**config.mk**
```make
export PLATFORM = sky130hd
export DESIGN_NAME = cpu_bus_ctrl
export DESIGN_NICKNAME = d
export VERILOG_FILES = /design/src/rtl/cpu_bus_pkg.sv /design/src/rtl/bus_wait_timer.sv /design/src/rtl/cpu_bus_ctrl.sv
export SDC_FILE = /design/constraint.sdc
export NUM_CORES = 1
export LEC_CHECK = 0
export BUFFER_PORTS_ARGS = -buffer_cell sky130_fd_sc_hd__buf_2
export CAP_MARGIN = 0
export CORE_UTILIZATION = 53
export CTS_CLUSTER_SIZE = 25
export DETAILED_ROUTE_END_ITERATION = 7
export PLACE_DENSITY = 0.84
export SLEW_MARGIN = 20
export SYNTH_ARGS = -nofsm -noshare
export SYNTH_HDL_FRONTEND = slang
export SYNTH_SLANG_ARGS = --single-unit
export TNS_END_PERCENT = 30
```
**constraint.sdc**
```tcl
create_clock -name Clock -period 4.7 [get_ports Clock]
set_clock_uncertainty 0.05 [all_clocks]
set_input_delay 0 -clock Clock [delete_from_list [all_inputs] [get_ports Clock]]
set_output_delay 0 -clock Clock [all_outputs]
set_load 0.02 [all_outputs]
```
**src/rtl/cpu_bus_pkg.sv**
```systemverilog
// Shared types, constants and the address decoder for the cpu_core bus controller.
package cpu_bus_pkg;

  localparam int ADDR_MAX = 32;
  localparam logic [15:0] DEFAULT_PER_BASE = 16'hF000;
  localparam logic [15:0] BUS_ERR_DATA = 16'hDEAD;

  typedef enum logic [1:0] {IDLE, MEM_WAIT, PER_WAIT, ACK} bus_state_t;
  typedef enum logic {REG_MEM, REG_PER} region_t;

  // Callers zero-extend their bus-width address to ADDR_MAX bits.
  function automatic region_t decode_region(input logic [ADDR_MAX-1:0] addr,
                                            input logic [ADDR_MAX-1:0] base);
    return (addr >= base) ? REG_PER : REG_MEM;
  endfunction

endpackage

```
**src/rtl/bus_wait_timer.sv**
```systemverilog
// Loadable wait-state down-counter shared by the SRAM and peripheral wait paths.
// Latency: flags follow the count one cycle after load/enable; no backpressure, it only counts.
module bus_wait_timer #(
  parameter int CW = 8
) (
  input  logic          Clock,
  input  logic          Reset,
  input  logic          load,
  input  logic [CW-1:0] loadVal,
  input  logic          enable,
  output logic          expireOne,
  output logic          expireZero
);

  logic [CW-1:0] count;

  always_ff @(posedge Clock or posedge Reset) begin
    if (Reset) begin
      count <= '0;
    end else if (load) begin
      count <= loadVal;
    end else if (enable && (count != '0)) begin
      count <= count - CW'(1);
    end
  end

  assign expireOne  = (count == CW'(1));
  assign expireZero = (count == '0);

endmodule

```
**src/rtl/cpu_bus_ctrl.sv**
```systemverilog
// Bus controller behind cpu_core: latches the address, decodes SRAM vs peripheral, returns read data.
// Latency: nWait low MEM_WS cycles for SRAM, until PerReady or PER_TIMEOUT for peripherals; backpressure via nWait.
module cpu_bus_ctrl
  import cpu_bus_pkg::*;
#(
  parameter int            DW          = 16,
  parameter int            MEM_WS      = 2,
  parameter logic [DW-1:0] PER_BASE    = DW'(DEFAULT_PER_BASE),
  parameter int            PER_TIMEOUT = 8,
  parameter logic [DW-1:0] ERR_DATA    = DW'(BUS_ERR_DATA)
) (
  input  logic          Clock,
  input  logic          Reset,
  input  logic [DW-1:0] DataOut,
  input  logic          Ale,
  input  logic          nMe,
  input  logic          RnW,
  input  logic          nOe,
  input  logic          Enb,
  output logic [DW-1:0] DataIn,
  output logic          nWait,
  output logic [DW-1:0] MemAddr,
  output logic [DW-1:0] MemWData,
  input  logic [DW-1:0] MemRData,
  output logic          MemCe,
  output logic          MemWe,
  output logic          PerSel,
  input  logic [DW-1:0] PerRData,
  input  logic          PerReady,
  output logic          BusErr
);

  localparam int CW = 8;

  bus_state_t    state;
  region_t       region;
  logic          addrValid;
  logic          startAcc;
  logic          memDone;
  logic          tmrEnable;
  logic [CW-1:0] tmrLoadVal;
  logic          tmrOne;
  logic          tmrZero;
  logic          unusedProto;

  // nOe/Enb are protocol observability only; they never gate the datapath.
  assign unusedProto = nOe ^ Enb;

  assign region     = decode_region(ADDR_MAX'(MemAddr), ADDR_MAX'(PER_BASE));
  assign startAcc   = (state == IDLE) && !nMe && !Ale && addrValid;
  assign tmrLoadVal = (region == REG_PER) ? CW'(PER_TIMEOUT) : CW'(MEM_WS);
  assign tmrEnable  = (state == MEM_WAIT) || (state == PER_WAIT);
  assign memDone    = (startAcc && (region == REG_MEM) && (MEM_WS == 0)) ||
                      ((state == MEM_WAIT) && !nMe && tmrOne);

  bus_wait_timer #(.CW(CW)) uTimer (
    .Clock      (Clock),
    .Reset      (Reset),
    .load       (startAcc),
    .loadVal    (tmrLoadVal),
    .enable     (tmrEnable),
    .expireOne  (tmrOne),
    .expireZero (tmrZero)
  );

  always_ff @(posedge Clock or posedge Reset) begin
    if (Reset) begin
      state     <= IDLE;
      addrValid <= 1'b0;
      DataIn    <= '0;
      nWait     <= 1'b1;
      MemAddr   <= '0;
      MemWData  <= '0;
      MemCe     <= 1'b0;
      MemWe     <= 1'b0;
      PerSel    <= 1'b0;
      BusErr    <= 1'b0;
    end else begin
      MemWe <= 1'b0;
      if (Ale) begin
        MemAddr   <= DataOut;
        addrValid <= 1'b1;
      end
      // SRAM completion: capture read data or issue the single write strobe.
      if (memDone) begin
        if (RnW) begin
          DataIn <= MemRData;
        end else begin
          MemWData <= DataOut;
          MemWe    <= 1'b1;
        end
      end
      unique case (state)
        IDLE: begin
          if (startAcc) begin
            if (region == REG_PER) begin
              PerSel <= 1'b1;
              nWait  <= 1'b0;
              state  <= PER_WAIT;
            end else begin
              MemCe <= 1'b1;
              if (MEM_WS == 0) begin
                state <= ACK;
              end else begin
                nWait <= 1'b0;
                state <= MEM_WAIT;
              end
            end
          end
        end
        MEM_WAIT: begin
          if (nMe) begin
            nWait <= 1'b1;
            MemCe <= 1'b0;
            state <= IDLE;
          end else if (tmrOne) begin
            nWait <= 1'b1;
            state <= ACK;
          end
        end
        PER_WAIT: begin
          if (nMe) begin
            nWait  <= 1'b1;
            PerSel <= 1'b0;
            state  <= IDLE;
          end else if (PerReady) begin
            if (RnW) DataIn <= PerRData;
            nWait  <= 1'b1;
            PerSel <= 1'b0;
            state  <= ACK;
          end else if (tmrOne || tmrZero) begin
            if (RnW) DataIn <= ERR_DATA;
            BusErr <= 1'b1;
            nWait  <= 1'b1;
            PerSel <= 1'b0;
            state  <= ACK;
          end
        end
        ACK: begin
          MemCe <= 1'b0;
          if (nMe) begin
            state <= IDLE;
            if (!Ale) addrValid <= 1'b0;
          end
        end
      endcase
    end
  end

endmodule

```
==> results of run 1 <==
==> through the flow <==
step                      total power [uW]  worst slack [ns]  area [um^2]  hold slack (ns)  util, %
final                                 2550              1.90         4340           0.0118     78.8
after global routing                  2690              1.64         4340           0.0501     78.8
after CTS                             2530              1.97         4340          0.00788     78.8
after detailed placement              1850              2.23         3620            0.151     65.7
after global placement                1800              2.28         3620            0.139     65.7
after floorplan                       1540              2.67         3030           0.0554        -
==> cell families after synthesis <==
family,after synthesis,share of synthesized area (%)
flops,64,52.9
xor+xnor,6,1.73
simple gates,66,11.9
fa+ha+maj,8,3.30
buf+inv,19,2.64
mux,45,16.2
compound gates,50,11.3
==> cells in the mapped netlist (all sizes together) (2+ instances only) <==
cell	count
nand2b	2
xnor2	4
dfrtp	63
nor2	16
nand2	22
a22oi	10
xor2	2
nor3	6
mux2	33
ha	8
a221o	4
nor2b	5
mux2i	12
o21ai	5
o22ai	2
nand4	2
buf	2
clkbuf	8
inv	9
a211oi	3
a21o	4
a21oi	13
nor4	2
==> worst max path at each step <==
stage,end,from,slack (ns),depth (start not counted)
after floorplan,MemWData[0]$_DFFE_PP0P_,state[1]$_DFFE_PP0P_,2.67,6
after global placement,MemWData[8]$_DFFE_PP0P_,state[1]$_DFFE_PP0P_,2.28,5
after detailed placement,MemWData[7]$_DFFE_PP0P_,state[1]$_DFFE_PP0P_,2.23,5
after CTS,flop,state[0]$_DFFE_PP0P_,1.97,8
after global routing,flop,state[0]$_DFFE_PP0P_,1.64,8
final,flop,state[0]$_DFFE_PP0P_,1.90,8
==> layout make-up <==
class	instances	share of cell area, %
Sequential cell	64	36.9
Multi-Input combinational cell	175	31.1
Timing Repair Buffer	156	23.6
Clock buffer	13	3.43
Clock inverter	3	2.08
Tap cell	72	2.08
Inverter	9	0.779
==> power groups by stage <==
stage	clock network, uW	registers, uW	logic [uW]
2_1_floorplan	0	1060	484
3_3_place_gp	0	874	923
3_5_place_dp	0	887	960
4_1_cts	580	884	1070
5_1_grt	604	913	1170
6_report	578	890	1080
==> repair_timing <==
item,CTS,global route
resized for setup,0,0
hold endpoints to repair,112,0
hold buffers,48,0
setup endpoints to repair,0,0
==> critical path, cell delays in order (launching register included) <==
cell and delay (ns):
dfrtp_1 0.42, inv_1 0.14, ha_1 0.28, nor3b_1 0.27, o21ai_0 0.20, nor2_1 0.34, nor2_1 0.20, a22oi_1 0.23
dlygate4sd3_1 0.59
==> per-layer routing <==
metal	wire (um)	global-route usage, %	up-vias
li1	-	-	1244
met1	3180	33.3	1344
met2	4340	52.6	108
met3	539	8.35	22
met4	194	11.1	0
met5	0	0	-
==> metrics.yaml, run 1 <==
layout:
  multi_input_area_mm2: 0.00135
  register_area_mm2: 0.00160
  num_antenna_cells: 0
  nNetsFinal: 479
  layout_commonest_cell: "buf_2"
  drive_above_1_share_pct: 38.6
  fillers: 336
  syn2layout_area_growth_pct: 43.2
  fin_cells: 492
  final_cell_mix: "buf_2 (106), dfrtp_1 (63), dlygate4sd3_1 (48), mux2_2 (33), nand2_1 (21)"
timing:
  rsz0062_at_grt: "false"
  report.final.hold_viol_count: 0
  fin_tns_setup_ns: 0
  timing.fmax_mhz: 358
  worstMarginPinSlew_ns: 0.843
  slew_headroom_pct: 43.6
  drv_slew: 0
  fin_crit_ns: 2.80
  setup_viol: 0
  post-route-period-util_pct: 59.5
yosys:
  synth_top_cell_by_area: "dfrtp_1"
  syn_area_per_cell_um2: 11.7
  synth-edff-count: 0
  syn_area_mm2: 0.00303
  ys_seq_area_share_pct: 52.9
  synth_nets: 322
  synth_top_area_share_pct: 52.0
  synth_seq_cells: 64
  synthFlopType: "dfrtp_1"
  synthTopCellsByArea: "dfrtp_1 (52%), mux2_2 (12%), mux2i_1 (4.0%)"
  syn_inst: 258
  ys_warn_count: 0
  async_flop_share_pct: 100
  synth_cell_types: 49
grt:
  track_usage_pct: 29.5
  grt_pass1_vias: 2851
  globalRouteOverflowTotal: 0
  antenna_found_initial: 0
  grt_max_degree: 65
  grt_pass1_wl_um: 13600
power_and_ir_drop:
  clkPwrFrac_pct: 22.7
  switching_power_uw: 949
  p_int_uw: 1600
  switching_share_pct: 37.2
  p_comb_share_pct: 42.5
  p_leak_uw: 0.00217
  ir_drop_uv: 354
  power.density_mw_per_mm2: 588
  p_seq_share_pct: 34.9
setup_path:
  critical_path_class: "flop to flop"
  crit_path_end_kind: "flop"
  reg2reg_slack_ns: 1.90
  reg2regPathDepth: 8
  cp.required_ns: 4.94
  cp_max_fo: 7
  critPathArrivalTime_ns: 3.03
  r2r-start: "state[0]$_DFFE_PP0P_"
  critPathLaunchType: "flop"
die:
  initial_core_util_pct: 55.0
  io_pins: 109
  rows: 27
  die_w_um: 77.6
  die_area_mm2: 0.00602
  die_y_um: 77.6
  core_mm2: 0.00551
hold_path:
  hold_path_depth: 4
  hold_path.class: "input port to flop"
  hold_path.startpoint: "PerRData[14]"
cts:
  cts_tree: "built"
  cts-root-buf: "clkbuf_8"
  cts.htree.levels: 3
  path_clk_slew_ns: 0.07
  post_cts_buffers: 0
  clkSinkCount: 64
  clock_latency_ns: 0.35
  numCtsBuffers: 9
  cts_buffer_depth: 2
drt:
  drtIter0Drc: 113
  wl_per_cell_um: 16.8
  vias: 2718
  routed_wl_um: 8260
  via_per_inst: 5.52
  route.detailed.drc: 0
  drt.antenna.violating_nets: 0
  first_pass_iters: 7
placed_design:
  dp.cells: 428
  dp_hpwl_um: 4880
  portBuffers: 106
  place_congestion: 0.802
run_status:
  outcome: "completed"
flow_run:
  cap_viol_max_count: 0
(Power assumes the default switching activity.)
==> run 2: changes to the inputs <==
--- a/config.mk
+++ b/config.mk
@@ -5,12 +5,13 @@
 export SDC_FILE = /design/constraint.sdc
 export NUM_CORES = 1
 export LEC_CHECK = 0
+export ABC_AREA = 1
 export BUFFER_PORTS_ARGS = -buffer_cell sky130_fd_sc_hd__buf_2
 export CAP_MARGIN = 0
-export CORE_UTILIZATION = 53
+export CORE_UTILIZATION = 46
 export CTS_CLUSTER_SIZE = 25
 export DETAILED_ROUTE_END_ITERATION = 7
-export PLACE_DENSITY = 0.84
+export PLACE_DENSITY = 0.75
 export SLEW_MARGIN = 20
 export SYNTH_ARGS = -nofsm -noshare
 export SYNTH_HDL_FRONTEND = slang
==> constraint.sdc (replaced) <==
create_clock -name Clock -period 2.3 [get_ports Clock]
set_clock_uncertainty 0.05 [all_clocks]
set_input_delay 0 -clock Clock [delete_from_list [all_inputs] [get_ports Clock]]
set_output_delay 0 -clock Clock [all_outputs]
set_load 0.02 [all_outputs]
==> metrics.yaml, run 2 <==
run_status:
  outcome: "completed"  # unchanged
grt:
  antenna_found_initial: 0  # unchanged
  grt_pass1_vias: 3318  # was 2851
  globalRouteOverflowTotal: 0  # unchanged
  grt_pass1_wl_um: 14900  # was 13600 um
  grt_max_degree: 36  # was 65
  track_usage_pct: 24.9  # was 29.5%
setup_path:
  crit_path_end_kind: "flop"  # unchanged
  critPathLaunchType: "flop"  # unchanged
  critical_path_class: "flop to flop"  # unchanged
  critPathArrivalTime_ns: 2.27  # was 3.03 ns
  reg2reg_slack_ns: 0.20  # was 1.90 ns
  cp.required_ns: 2.47  # was 4.94 ns
  cp_max_fo: 9  # was 7
power_and_ir_drop:
  switching_power_uw: 2100  # was 949 uW
  power.density_mw_per_mm2: 1020  # was 588 mW/mm^2
  p_int_uw: 2610  # was 1600 uW
  p_seq_share_pct: 36.8  # was 34.9%
  switching_share_pct: 44.5  # was 37.2%
  ir_drop_uv: 474  # was 354 uV
  p_total_uw: 4710  # was 2550 uW
  p_comb_share_pct: 45.6  # was 42.5%
  p_leak_uw: 0.00260  # was 0.00217 uW
  clkPwrFrac_pct: 17.7  # was 22.7%
timing:
  worstMarginPinSlew_ns: 0.652  # was 0.843 ns
  setup_viol: 0  # unchanged
  fin_crit_ns: 2.10  # was 2.80 ns
  rsz0062_at_grt: "false"  # unchanged
  slew_headroom_pct: 56.5  # was 43.6%
  fin_tns_setup_ns: 0  # unchanged
  timing.fmax_mhz: 475  # was 358 MHz
  report.final.hold_viol_count: 0  # unchanged
  post-route-period-util_pct: 91.5  # was 59.5%
  drv_slew: 0  # unchanged
cts:
  cts.htree.levels: 3  # unchanged
  cts_resized: 0  # unchanged
  clock_latency_ns: 0.33  # was 0.35 ns
  post_cts_buffers: 0  # unchanged
  cts_hold_buf: 41  # was 48
  cts_tree: "built"  # unchanged
  path_clk_slew_ns: 0.08  # was 0.07 ns
  numCtsBuffers: 9  # unchanged
  cts_buffer_depth: 2  # unchanged
  cts-root-buf: "clkbuf_8"  # unchanged
  clkSinkCount: 64  # unchanged
yosys:
  synthTopCellsByArea: "dfrtp_1 (46%), nand2_1 (20%), nand3_1 (4.8%)"  # was dfrtp_1 (52%), mux2_2 (12%), mux2i_1 (4.0%)
  syn_inst: 435  # was 258
  synth_seq_cells: 64  # unchanged
  synthFlopType: "dfrtp_1"  # unchanged
  syn_area_mm2: 0.00341  # was 0.00303 mm^2
  synth_common_cells: "nand2_1 (177), dfrtp_1 (63), inv_1 (38)"  # was dfrtp_1 (63), mux2_2 (33), nand2_1 (21)
  synth_nets: 499  # was 322
  synth-edff-count: 0  # unchanged
  async_flop_share_pct: 100  # unchanged
  ys_warn_count: 0  # unchanged
  ys_seq_area_share_pct: 47.0  # was 52.9%
  synth_top_cell_by_area: "dfrtp_1"  # unchanged
  synth_top_area_share_pct: 46.3  # was 52.0%
  synth.most_common_cell: "nand2_1"  # was dfrtp_1
  syn_area_per_cell_um2: 7.83  # was 11.7 um^2
  synth_cell_types: 32  # was 49
flow_run:
  cap_viol_max_count: 0  # unchanged
drt:
  route.detailed.drc: 0  # unchanged
  drt.antenna.violating_nets: 0  # unchanged
  wl_per_cell_um: 13.0  # was 16.8 um
  vias: 3425  # was 2718
  routed_wl_um: 8990  # was 8260 um
  first_pass_iters: 6  # was 7
  via_per_inst: 4.96  # was 5.52
  drtIter0Drc: 245  # was 113
die:
  rows: 31  # was 27
  die_area_mm2: 0.00775  # was 0.00602 mm^2
  initial_core_util_pct: 47.2  # was 55.0%
  io_pins: 109  # unchanged
  die_y_um: 88.1  # was 77.6 um
  core_mm2: 0.00721  # was 0.00551 mm^2
  die_w_um: 88.1  # was 77.6 um
layout:
  syn2layout_area_growth_pct: 35.4  # was 43.2%
  num_antenna_cells: 0  # unchanged
  final_cell_mix: "nand2_1 (177), buf_2 (106), dfrtp_1 (63), dlygate4sd3_1 (41), inv_1 (37)"  # was buf_2 (106), dfrtp_1 (63), dlygate4sd3_1 (48), mux2_2 (33), nand2_1 (21)
  register_area_mm2: 0.00160  # unchanged
  drive_above_1_share_pct: 26.4  # was 38.6%
  multi_input_area_mm2: 0.00157  # was 0.00135 mm^2
  nNetsFinal: 652  # was 479
  fillers: 595  # was 336
  layout_commonest_cell: "nand2_1"  # was buf_2
  utilization_pct: 63.9  # was 78.8%
  stdcell_area_mm2: 0.00461  # was 0.00434 mm^2
hold_path:
  hold_path.class: "input port to flop"  # unchanged
placed_design:
  place_congestion: 0.791  # was 0.802
  portBuffers: 106  # unchanged
  dpl_cell_area_mm2: 0.00404  # was 0.00362 mm^2
  dp_hpwl_um: 6070  # was 4880 um
run 2: changes by cell type after synthesis, moves of 6 or more:
| cell | change |
|---|---|
| inv_2 | +7 |
| a22oi_1 | -6 |
| mux2i_1 | -12 |
| nand3_1 | +32 |
| o21ai_0 | +15 |
| mux2_2 | -33 |
| a21oi_1 | +9 |
| inv_1 | +29 |
| nand2_1 | +156 |
run 2: metrics by stage:
stage / instances / hold slack (ns) / worst slack [ns]
floorplan: 435 / 0.0625 / 0.614
global placement: 635 / 0.0806 / 0.332
detailed placement: 635 / 0.0781 / 0.240
CTS: 691 / 0.00690 / 0.233
global route: 691 / 0.0213 / 0.0136
finish: 691 / 0.0164 / 0.196
run 2: critical path, stage by stage (launching register included):
cell and delay, ns:
dfrtp_1 0.44, inv_1 0.13, ha_1 0.21, inv_1 0.09, nor2_4 0.21, nand2_2 0.20
inv_2 0.20, nand2_4 0.08, inv_2 0.16, nand2_1 0.06, o21ai_0 0.08, nand2_1 0.08
run 2: path summary, 6_finish.rpt:
check / endpoint / startpoint / depth (start not counted)
setup reg to reg: flop / state[0]$_DFFE_PP0P_ / 11
min in group asynchronous: MemAddr[0]$_DFFE_PP0P_ / Reset / 3
hold / removal: flop / PerRData[1] / 7
hold reg to reg: nWait$_DFFE_PP1P_ / nWait$_DFFE_PP1P_ / 2
setup / recovery: flop / state[0]$_DFFE_PP0P_ / 11
max in group asynchronous: nWait$_DFFE_PP1P_ / Reset / 4
run 2: cell families (layout without fill, tap and decap cells):
group / after synthesis / after routing / share of synthesized area, %
AO/OA/AOI/OAI: 58 / 58 / 9.62
adder cells (fa/ha/maj): 8 / 8 / 2.94
buffers and inverters: 55 / 212 / 6.90
flip-flops: 64 / 64 / 47.0
AND/OR/NAND/NOR: 250 / 250 / 33.5
run 2: final cells by class:
cell class / count / area share (%)
Clock buffer: 9 / 2.69
Clock inverter: 6 / 0.814
Inverter: 46 / 3.74
Multi-Input combinational cell: 316 / 34.0
Sequential cell: 64 / 34.7
Tap cell: 99 / 2.69
Timing Repair Buffer: 151 / 21.3
run 2: power by group through the flow:
stage	clock network [uW]	logic (uW)	registers [uW]
after global placement	0	2010	1720
after detailed placement	0	2080	1740
after CTS	849	2140	1730
final	832	2150	1730
after global routing	904	2390	1780
after floorplan	0	1170	2040
run 2: layer usage:
layer / global-route usage (%) / routed length (um) / up-vias
li1: - / - / 1688
met1: 30.2 / 3940 / 1593
met2: 42.4 / 4370 / 128
met3: 6.79 / 519 / 16
met4: 9.53 / 169 / 0
met5: 0 / 0 / -
==> run 3: changes to the inputs <==
--- a/config.mk
+++ b/config.mk
@@ -5,10 +5,10 @@
 export SDC_FILE = /design/constraint.sdc
 export NUM_CORES = 1
 export LEC_CHECK = 0
-export ABC_AREA = 1
 export BUFFER_PORTS_ARGS = -buffer_cell sky130_fd_sc_hd__buf_2
 export CAP_MARGIN = 0
-export CORE_UTILIZATION = 46
+export CORE_UTILIZATION = 45
+export CTS_BUF_LIST = sky130_fd_sc_hd__clkbuf_16
 export CTS_CLUSTER_SIZE = 25
 export DETAILED_ROUTE_END_ITERATION = 7
 export PLACE_DENSITY = 0.75
==> metrics.yaml, run 3 (synthesis gave the netlist of run 1 again) <==
die:
  die_y_um: 84.1  # was 88.1 um
  core_mm2: 0.00642  # was 0.00721 mm^2
  io_pins: 109  # unchanged
  rows: 29  # was 31
  die_w_um: 84.1  # was 88.1 um
  die_area_mm2: 0.00707  # was 0.00775 mm^2
  initial_core_util_pct: 47.2  # about the same
run_status:
  violations: "DRC"
  outcome: "complete, but fails checks"  # was completed
drt:
  drtIter0Drc: 181  # was 245
  route.detailed.drc: 14  # was 0
  routed_wl_um: 7930  # was 8990 um
  first_pass_iters: 6  # unchanged
  drt.antenna.violating_nets: 0  # unchanged
  via_per_inst: 5.28  # was 4.96
  vias: 2649  # was 3425
  wl_per_cell_um: 15.8  # was 13.0 um
layout:
  syn2layout_area_growth_pct: 46.3  # was 35.4%
  drive_above_1_share_pct: 40.2  # was 26.4%
  layout_commonest_cell: "buf_2"  # was nand2_1
  final_cell_mix: "buf_2 (106), dfrtp_1 (63), dlygate4sd3_1 (48), mux2_2 (33), nand2_1 (21)"  # was nand2_1 (177), buf_2 (106), dfrtp_1 (63), dlygate4sd3_1 (41), inv_1 (37)
  fillers: 472  # was 595
  fin_cells: 502  # was 691
  nNetsFinal: 484  # was 652
  utilization_pct: 69.0  # was 63.9%
  num_antenna_cells: 0  # unchanged
timing:
  holdWs_ns: 0.0460  # was 0.0164 ns
  drv_slew: 0  # unchanged
  setup_viol: 0  # unchanged
  slew_headroom_pct: 61.2  # was 56.5%
  fin_crit_ns: 2.15  # was 2.10 ns
  post-route-period-util_pct: 93.4  # was 91.5%
  fin_tns_setup_ns: 0  # unchanged
  worstMarginPinSlew_ns: 0.573  # was 0.652 ns
  timing.fmax_mhz: 466  # was 475 MHz
  report.final.hold_viol_count: 0  # unchanged
  rsz0062_at_grt: "false"  # unchanged
setup_path:
  critical_path_class: "flop to flop"  # unchanged
  reg2regPathDepth: 6  # was 11
  crit_path_end_kind: "flop"  # unchanged
  cp_max_fo: 10  # was 9
  cp.required_ns: 2.46  # was 2.47 ns
  reg2reg_slack_ns: 0.15  # was 0.20 ns
  startpoint: "state[0]$_DFFE_PP0P_"  # unchanged
  critPathLaunchType: "flop"  # unchanged
  r2r-start: "state[0]$_DFFE_PP0P_"  # unchanged
  critPathArrivalTime_ns: 2.31  # was 2.27 ns
grt:
  antenna_found_initial: 0  # unchanged
  globalRouteOverflowTotal: 0  # unchanged
  grt_pass1_vias: 2779  # was 3318
  grt_pass1_wl_um: 13200  # was 14900 um
  grt_max_degree: 27  # was 36
  track_usage_pct: 24.4  # was 24.9%
cts:
  cts-root-buf: "clkbuf_16"  # was clkbuf_8
  path_clk_slew_ns: 0.06  # was 0.08 ns
  cts_buffer_depth: 2  # unchanged
  clkSinkCount: 64  # unchanged
  cts.htree.levels: 3  # unchanged
  numCtsBuffers: 9  # unchanged
  clock_latency_ns: 0.33  # about the same
  cts_tree: "built"  # unchanged
placed_design:
  dp.cells: 438  # was 635
  portBuffers: 106  # unchanged
  dp_hpwl_um: 4910  # was 6070 um
  place_congestion: 0.748  # was 0.791
power_and_ir_drop:
  power.density_mw_per_mm2: 1150  # was 1020 mW/mm^2
  ir_drop_uv: 711  # was 474 uV
  p_total_uw: 5080  # was 4710 uW
  p_leak_uw: 0.00220  # was 0.00260 uW
hold_path:
  hold_path.class: "input port to flop"  # unchanged
flow_run:
  cap_viol_max_count: 0  # unchanged
## run 3: changes by cell type in the layout (fill, tap and decap cells not counted), moves of 9 or more
cell | previous run | this run
nand2_1 | 177 | 21
mux2i_1 | 0 | 12
nand3_1 | 33 | 1
clkbuf_8 | 9 | 0
mux2_2 | 0 | 33
o21ai_0 | 20 | 4
clkbuf_16 | 0 | 9
inv_1 | 37 | 8
a21oi_1 | 22 | 13
## run 3: what timing repair did
item,4_1_cts,5_1_grt
resized for setup,0,2
hold buffers,48,0
endpoints found under the setup margin,0,10
setup buffers,0,0
endpoints found under the hold margin,72,0
## run 3: how the worst min path moves through the flow
stage,startpoint,end,slack [ns],cells past startpoint
floorplan,PerRData[8],flop,0.06,2
finish,PerRData[14],flop,0.05,4
CTS,PerRData[14],flop,0.04,4
detailed placement,Reset,MemWData[10]$_DFFE_PP0P_,0.03,2
global route,MemRData[3],flop,0.09,4
global placement,Reset,MemAddr[6]$_DFFE_PP0P_,0.02,2
## run 3: critical path, cell delays in order (launching register included)
cell and delay, ns:
dfrtp_1 0.41, inv_1 0.14, ha_1 0.30, and3b_1 0.41
o2111ai_1 0.33, a22oi_1 0.30, nand2_1 0.09
## run 3: cell type report
type | count | area, um^2 | area share [%]
Inverter | 9 | 33.8 | 0.762
Clock inverter | 7 | 47.5 | 1.07
Sequential cell | 64 | 1600 | 36.1
Timing Repair Buffer | 161 | 1080 | 24.3
Tap cell | 77 | 96.3 | 2.17
Multi-Input combinational cell | 175 | 1350 | 30.5
Clock buffer | 9 | 225 | 5.08
## run 3: stage by stage
stage          instance area, um^2  setup slack [ns]
2_1_floorplan                 3030             0.266
3_3_place_gp                  3680             0.238
3_5_place_dp                  3680             0.197
4_1_cts                       4430             0.175
5_1_grt                       4430            0.0208
6_report                      4430             0.153
## run 3: power breakdown
| part | internal (uW) | switching (uW) |
|---|---|---|
| Clock | 727 | 506 |
| Combinational | 879 | 1160 |
| Sequential | 1530 | 282 |
## run 3: layer usage
layer | share of wire, % | vias up | GRT usage [%]
met2 | 51 | 103 | 42.0
li1 | - | 1259 | -
met4 | 1.8 | 0 | 10.3
met1 | 42 | 1274 | 29.0
met3 | 5.4 | 13 | 5.93
met5 | 0 | - | 0
